===== config.mk =====
export PLATFORM = sky130hd
export DESIGN_NAME = ahb_lite_interconnect
export DESIGN_NICKNAME = d
export VERILOG_FILES = /design/src/rtl/bus_pkg.sv /design/src/rtl/bus_default_slave.sv /design/src/rtl/ahb_lite_interconnect.sv
export SDC_FILE = /design/constraint.sdc
export NUM_CORES = 1
export LEC_CHECK = 0
export ABC_AREA = 1
export ABC_CLOCK_PERIOD_IN_PS = 2300
export CORE_MARGIN = 2
export CORE_UTILIZATION = 31
export DETAILED_ROUTE_END_ITERATION = 8
export PLACE_DENSITY = 0.94
export SLEW_MARGIN = 30
export SYNTH_ARGS = -nofsm -noshare
export SYNTH_HDL_FRONTEND = slang
export SYNTH_SLANG_ARGS = --single-unit

===== constraint.sdc =====
create_clock -name clk_i -period 2.3 [get_ports clk_i]
set_clock_uncertainty 0.05 [all_clocks]
set_input_delay 0.23 -clock clk_i [delete_from_list [all_inputs] [get_ports clk_i]]
set_output_delay 0.23 -clock clk_i [all_outputs]
set_load 0.02 [all_outputs]

===== src/rtl/bus_pkg.sv =====
// Shared types, owner encodings, default address map and the address decode
// helper for the AHB-Lite interconnect.
package bus_pkg;

    typedef enum logic [1:0] {
        DS_IDLE,
        DS_ERR1,
        DS_ERR2
    } ds_state_e;

    localparam int MAX_SLV = 16;
    localparam int MAX_W   = 64;
    localparam int DSEL_W  = 5;

    // Slave indices occupy 0..15, so the two special owners sit above them.
    localparam logic [DSEL_W-1:0] DSEL_DEFAULT = 5'd16;
    localparam logic [DSEL_W-1:0] DSEL_NONE    = 5'd17;

    localparam logic [127:0] DEF_SLV_BASE = {32'h3000_0000, 32'h2000_0000,
                                             32'h1000_0000, 32'h0000_0000};
    localparam logic [127:0] DEF_SLV_MASK = {4{32'hF000_0000}};

    typedef logic [MAX_SLV-1:0][MAX_W-1:0] map_t;

    typedef struct packed {
        logic       hit;
        logic [3:0] idx;
    } dec_t;

    // Walks from the top slot down so the lowest matching slot wins.
    function automatic dec_t bus_decode(input logic [MAX_W-1:0]   addr,
                                        input map_t               base,
                                        input map_t               mask,
                                        input logic [MAX_SLV-1:0] en);
        dec_t r;
        r = '0;
        for (int k = MAX_SLV - 1; k >= 0; k--) begin
            if (en[k] && ((addr & mask[k]) == base[k])) begin
                r.hit = 1'b1;
                r.idx = 4'(k);
            end
        end
        return r;
    endfunction

endpackage


===== src/rtl/bus_default_slave.sv =====
// Default slave for unmapped or timed-out accesses: two-cycle ERROR response
// FSM plus the saturating count of completed ERROR responses on the bus.
module bus_default_slave
    import bus_pkg::*;
(
    input  logic        clk_i,
    input  logic        rst_i,
    input  logic        start_i,
    input  logic        bus_ready_i,
    input  logic        bus_resp_i,
    output logic        ready_o,
    output logic        resp_o,
    output logic [15:0] errcnt_o
);

    ds_state_e state;

    always_ff @(posedge clk_i) begin
        if (rst_i) begin
            state   <= DS_IDLE;
            ready_o <= 1'b1;
            resp_o  <= 1'b0;
        end else begin
            case (state)
                DS_IDLE: begin
                    if (start_i) begin
                        state   <= DS_ERR1;
                        ready_o <= 1'b0;
                        resp_o  <= 1'b1;
                    end
                end
                DS_ERR1: begin
                    state   <= DS_ERR2;
                    ready_o <= 1'b1;
                    resp_o  <= 1'b1;
                end
                DS_ERR2: begin
                    if (start_i) begin
                        state   <= DS_ERR1;
                        ready_o <= 1'b0;
                        resp_o  <= 1'b1;
                    end else begin
                        state   <= DS_IDLE;
                        ready_o <= 1'b1;
                        resp_o  <= 1'b0;
                    end
                end
                default: begin
                    state   <= DS_IDLE;
                    ready_o <= 1'b1;
                    resp_o  <= 1'b0;
                end
            endcase
        end
    end

    always_ff @(posedge clk_i) begin
        if (rst_i) begin
            errcnt_o <= '0;
        end else if (bus_ready_i && bus_resp_i && (errcnt_o != 16'hFFFF)) begin
            errcnt_o <= errcnt_o + 16'd1;
        end
    end

endmodule


===== src/rtl/ahb_lite_interconnect.sv =====
// Single-master AHB-Lite interconnect: address decode, registered data-phase
// owner, response mux and default ERROR slave. Define BUS_TIMEOUT_EN to build
// the hung-slave watchdog; otherwise timeout_o is tied low.
module ahb_lite_interconnect
    import bus_pkg::*;
#(
    parameter int                           DWidth        = 32,
    parameter int                           NumofSlave    = 4,
    parameter logic [NumofSlave*DWidth-1:0] SlvBase       = DEF_SLV_BASE,
    parameter logic [NumofSlave*DWidth-1:0] SlvMask       = DEF_SLV_MASK,
    parameter int                           TimeoutCycles = 255
) (
    input  logic                         clk_i,
    input  logic                         rst_i,
    input  logic [DWidth-1:0]            addr_i,
    input  logic                         trans_i,
    input  logic [NumofSlave*DWidth-1:0] rdata_i,
    input  logic [NumofSlave-1:0]        resp_i,
    input  logic [NumofSlave-1:0]        readyout_i,
    output logic [NumofSlave-1:0]        sel_o,
    output logic [DWidth-1:0]            rdata_o,
    output logic                         resp_o,
    output logic                         ready_o,
    output logic                         timeout_o,
    output logic [15:0]                  errcnt_o
);

    map_t               base_ext;
    map_t               mask_ext;
    logic [MAX_SLV-1:0] slot_en;
    dec_t               dec;
    logic [DSEL_W-1:0]  dsel_q;
    logic               ds_start;
    logic               ds_ready;
    logic               ds_resp;
    logic               wd_fire;

    always_comb begin
        base_ext = '0;
        mask_ext = '0;
        slot_en  = '0;
        for (int k = 0; k < NumofSlave; k++) begin
            base_ext[k] = MAX_W'(SlvBase[k*DWidth +: DWidth]);
            mask_ext[k] = MAX_W'(SlvMask[k*DWidth +: DWidth]);
            slot_en[k]  = 1'b1;
        end
        dec = bus_decode(MAX_W'(addr_i), base_ext, mask_ext, slot_en);
    end

    always_comb begin
        sel_o = '0;
        for (int k = 0; k < NumofSlave; k++) begin
            sel_o[k] = trans_i && dec.hit && (dec.idx == 4'(k));
        end
    end

    always_comb begin
        ready_o = 1'b1;
        resp_o  = 1'b0;
        rdata_o = '0;
        if (dsel_q == DSEL_DEFAULT) begin
            ready_o = ds_ready;
            resp_o  = ds_resp;
        end else begin
            for (int k = 0; k < NumofSlave; k++) begin
                if (dsel_q == DSEL_W'(k)) begin
                    ready_o = readyout_i[k];
                    resp_o  = resp_i[k];
                    rdata_o = rdata_i[k*DWidth +: DWidth];
                end
            end
        end
    end

    // A watchdog expiry steals the data phase from the hung slave.
    always_ff @(posedge clk_i) begin
        if (rst_i) begin
            dsel_q <= DSEL_NONE;
        end else if (wd_fire) begin
            dsel_q <= DSEL_DEFAULT;
        end else if (ready_o) begin
            if (!trans_i) begin
                dsel_q <= DSEL_NONE;
            end else if (dec.hit) begin
                dsel_q <= {1'b0, dec.idx};
            end else begin
                dsel_q <= DSEL_DEFAULT;
            end
        end
    end

    assign ds_start = (trans_i && ready_o && !dec.hit) || wd_fire;

`ifdef BUS_TIMEOUT_EN
    localparam int WdRaw = $clog2(TimeoutCycles + 1);
    localparam int WdW   = (WdRaw < 8) ? 8 : ((WdRaw > 16) ? 16 : WdRaw);

    logic [WdW-1:0] wd_cnt;
    logic           owner_mapped;
    logic           timeout_q;

    assign owner_mapped = (dsel_q < DSEL_W'(NumofSlave));
    assign wd_fire      = owner_mapped && !ready_o &&
                          (wd_cnt == WdW'(TimeoutCycles - 1));

    always_ff @(posedge clk_i) begin
        if (rst_i) begin
            wd_cnt    <= '0;
            timeout_q <= 1'b0;
        end else begin
            timeout_q <= wd_fire;
            if (ready_o || wd_fire) begin
                wd_cnt <= '0;
            end else if (owner_mapped) begin
                wd_cnt <= wd_cnt + 1'b1;
            end
        end
    end

    assign timeout_o = timeout_q;
`else
    assign wd_fire   = 1'b0;
    assign timeout_o = 1'b0;
`endif

    bus_default_slave u_default_slave (
        .clk_i       (clk_i),
        .rst_i       (rst_i),
        .start_i     (ds_start),
        .bus_ready_i (ready_o),
        .bus_resp_i  (resp_o),
        .ready_o     (ds_ready),
        .resp_o      (ds_resp),
        .errcnt_o    (errcnt_o)
    );

endmodule


==> results.yml, run 1 <==
clock_tree:
  htreeDepth: 1
  cts_made_buffers: 3
  cts.clk_slew.worst_paths_ns: 0.09
  cts-root-buf: "clkbuf_8"
  postCtsHoldBufs: 0
  cts_buffer_depth: 2
  post_cts_buffers: 0
  clk_latency_ns: 0.27
  cts_tree: "yes"
  cts_sinks: 23
placed_design:
  dp_hpwl_microns: 8740
  io_buffers: 196
  dp.cells: 701
  gp_congestion: 0.962
run_status:
  outcome: "finished, final reports clean"
detailed_routing:
  vias: 3682
  drt_wl_total_microns: 10900
  drtIter0Drc: 100
  route.detailed.drc: 0
  first_pass_iters: 4
  drt-wirelength-per-cell_microns: 15.5
  vias_per_cell: 5.22
  antenna_left: 0
die:
  num_io_pins: 226
  die-area_sq_um: 8230
  die_x_microns: 90.7
  core_area_sq_um: 7250
  rows: 31
  die_h_microns: 90.7
  start_util: 0.322
finish:
  synthToLayoutAreaGrowth_pct: 93.7
  most-common-layout-cells: "160 x clkdlybuf4s50_1, 82 x nand2_1, 59 x nor2_1, 58 x nand3_1, 50 x a21oi_1"
  multi_input_area_sq_um: 1630
  drive_gt1_frac: 0.0710
  fin_cells: 705
  final_common_cell: "clkdlybuf4s50_1"
  n_antenna_cell: 0
  fillCellCount: 629
  regArea_sq_um: 463
  final_nets: 779
global_routing:
  first_global_vias: 3497
  grt_max_degree: 36
  antenna_found_initial: 0
  grt_overflow_total: 0
  grt_pass1_wl_microns: 17100
  grtUsageTotal: 0.250
run:
  cap_violations: 0
worst_setup_path:
  startpoint_type: "flip-flop"
  crit_fanout: 34
  endpoint: "rdata_o[30]"
  crit_start: "dsel_q[0]"
  rrSetupSlack_ns: 0.21
  timing_worst_setup_path_type: "reg -> out"
  rr_endpoint: "u_default_slave.errcnt_o[3]"
  critPathCaptureType: "output port"
  r2r_start: "u_default_slave.errcnt_o[0]"
  cp_data_required_time_ns: 2.02
  r2r_cells: 9
  arrival_ns: 1.88
synthesis:
  synth_top_area_share: 0.197
  synth_area_sq_um: 2330
  ys.flop_type: "dfxtp_1"
  postSynthAreaPerCell_sq_um: 5.65
  ys_types: 27
  synth_edf_count: 0
  yosysTopAreaCell: "dfxtp_1"
  synth_cells: 413
  seq_area_frac_synth: 0.197
  ys_warn_count: 0
  synth_area_leaders: "dfxtp_1 20%, nand2_1 13%, nand3_1 12%, a21oi_1 11%, nor2_1 9.5%"
  async_flop_share: 0
  synth_nets: 585
  ys_ff_latch: 23
timing:
  max_freq_mhz: 463
  slew_violations: 0
  hold_violations: 0
  tns_ns: 0
  period_needed_ns: 2.16
  setup_viol: 0
  post-route-period-util: 0.939
  rsz0062_at_grt: "false"
power:
  power_density_nw_per_um2: 266
  p_leak_uw: 0.00183
  peakVddDrop_uv: 244
hold_path:
  hp-class: "reg -> reg"
==> worst min path at each step <==
stage	slack, ns	cells after the start	start	to
6_report	0.42	2	u_default_slave.state[0]	u_default_slave.state[1]
5_1_grt	0.48	2	u_default_slave.ready_o	u_default_slave.ready_o
4_1_cts	0.42	2	u_default_slave.state[0]	u_default_slave.state[1]
3_5_place_dp	0.41	2	u_default_slave.state[0]	u_default_slave.state[1]
3_3_place_gp	0.39	2	u_default_slave.state[0]	u_default_slave.state[1]
2_1_floorplan	0.25	1	rst_i	u_default_slave.errcnt_o[12]
==> cells in the mapped netlist, types with 3 or more instances <==
cell	instances
nor3_1	11
xor2_1	10
nand3_2	3
a31oi_1	31
nand2_1	82
o21ai_0	3
nand4_1	5
inv_1	28
buf_4	3
nand3_1	58
buf_2	3
nor2_4	3
dfxtp_1	23
clkbuf_1	20
inv_2	7
a21oi_1	50
nor2_1	59
==> metal layers <==
layer | wire length, microns | share of wire | global-route usage
met1 | 4150 | 0.38 | 0.283
met2 | 5390 | 0.49 | 0.455
met3 | 990 | 0.090 | 0.0501
met4 | 424 | 0.039 | 0.0987
met5 | 0 | 0 | 0
==> cell type report <==
type                    count  area share
clock inverters             1     0.00166
clock buffers               3     0.00914
inverters                  36      0.0299
multi-input cells         328       0.361
well taps                  99      0.0274
repair buffers            215       0.469
flip-flops and latches     23       0.102
==> registers in the layout (all words and copies together) (netlist names) <==
name,count
u_default_slave.errcnt_o,16
u_default_slave.resp_o,1
dsel_q,3
u_default_slave.state,2
u_default_slave.ready_o,1
==> per-stage QoR <==
stage,util,setup WS (ns),area (sq um),power (uW),hold slack (ns)
global route,0.623,0.0585,4520,1260,0.482
CTS,0.622,0.151,4510,1200,0.423
finish,0.623,0.141,4520,1200,0.424
floorplan,-,0.317,2330,603,0.249
detailed placement,0.621,0.0477,4500,954,0.409
global placement,0.621,0.115,4500,943,0.390
==> worst max-delay path, cell delays in order, from the launching register on <==
cell and delay, ns:
dfxtp_1 0.34, buf_4 0.17, nor3_4 0.20, buf_12 0.22, a21oi_1 0.12, a31oi_1 0.14
dlygate4sd2_1 0.40
==> power by group <==
part	total, uW	switching (uW)	internal (uW)
Sequential	425	12.3	413
Clock	269	146	123
Combinational	506	207	299
==> repair_timing <==
item	CTS	global route
endpoints found under the hold margin	0	0
resized for setup	36	2
endpoints found under the setup margin	34	2
pin swaps	0	0
==> cells by family after synthesis <==
| group | Yosys count | synth area share |
|---|---|---|
| simple gates | 227 | 0.437 |
| compound gates | 87 | 0.207 |
| buf+inv | 62 | 0.106 |
| flops | 23 | 0.197 |
| xor+xnor | 12 | 0.0451 |
| fa+ha+maj | 1 | 0.00536 |
| other cells | 1 | 0.00161 |
Note: power is estimated with default switching activity, not from simulation.
==> inputs of run 2 (changes only) <==
--- a/config.mk
+++ b/config.mk
@@ -7,11 +7,12 @@
 export LEC_CHECK = 0
 export ABC_AREA = 1
 export ABC_CLOCK_PERIOD_IN_PS = 2300
+export CAP_MARGIN = 20
 export CORE_MARGIN = 2
 export CORE_UTILIZATION = 31
 export DETAILED_ROUTE_END_ITERATION = 8
 export PLACE_DENSITY = 0.94
-export SLEW_MARGIN = 30
+export SLEW_MARGIN = 20
 export SYNTH_ARGS = -nofsm -noshare
 export SYNTH_HDL_FRONTEND = slang
 export SYNTH_SLANG_ARGS = --single-unit
==> results of run 2 <==
Same layout as run 1: the final DEF is identical, and so are final timing and power.
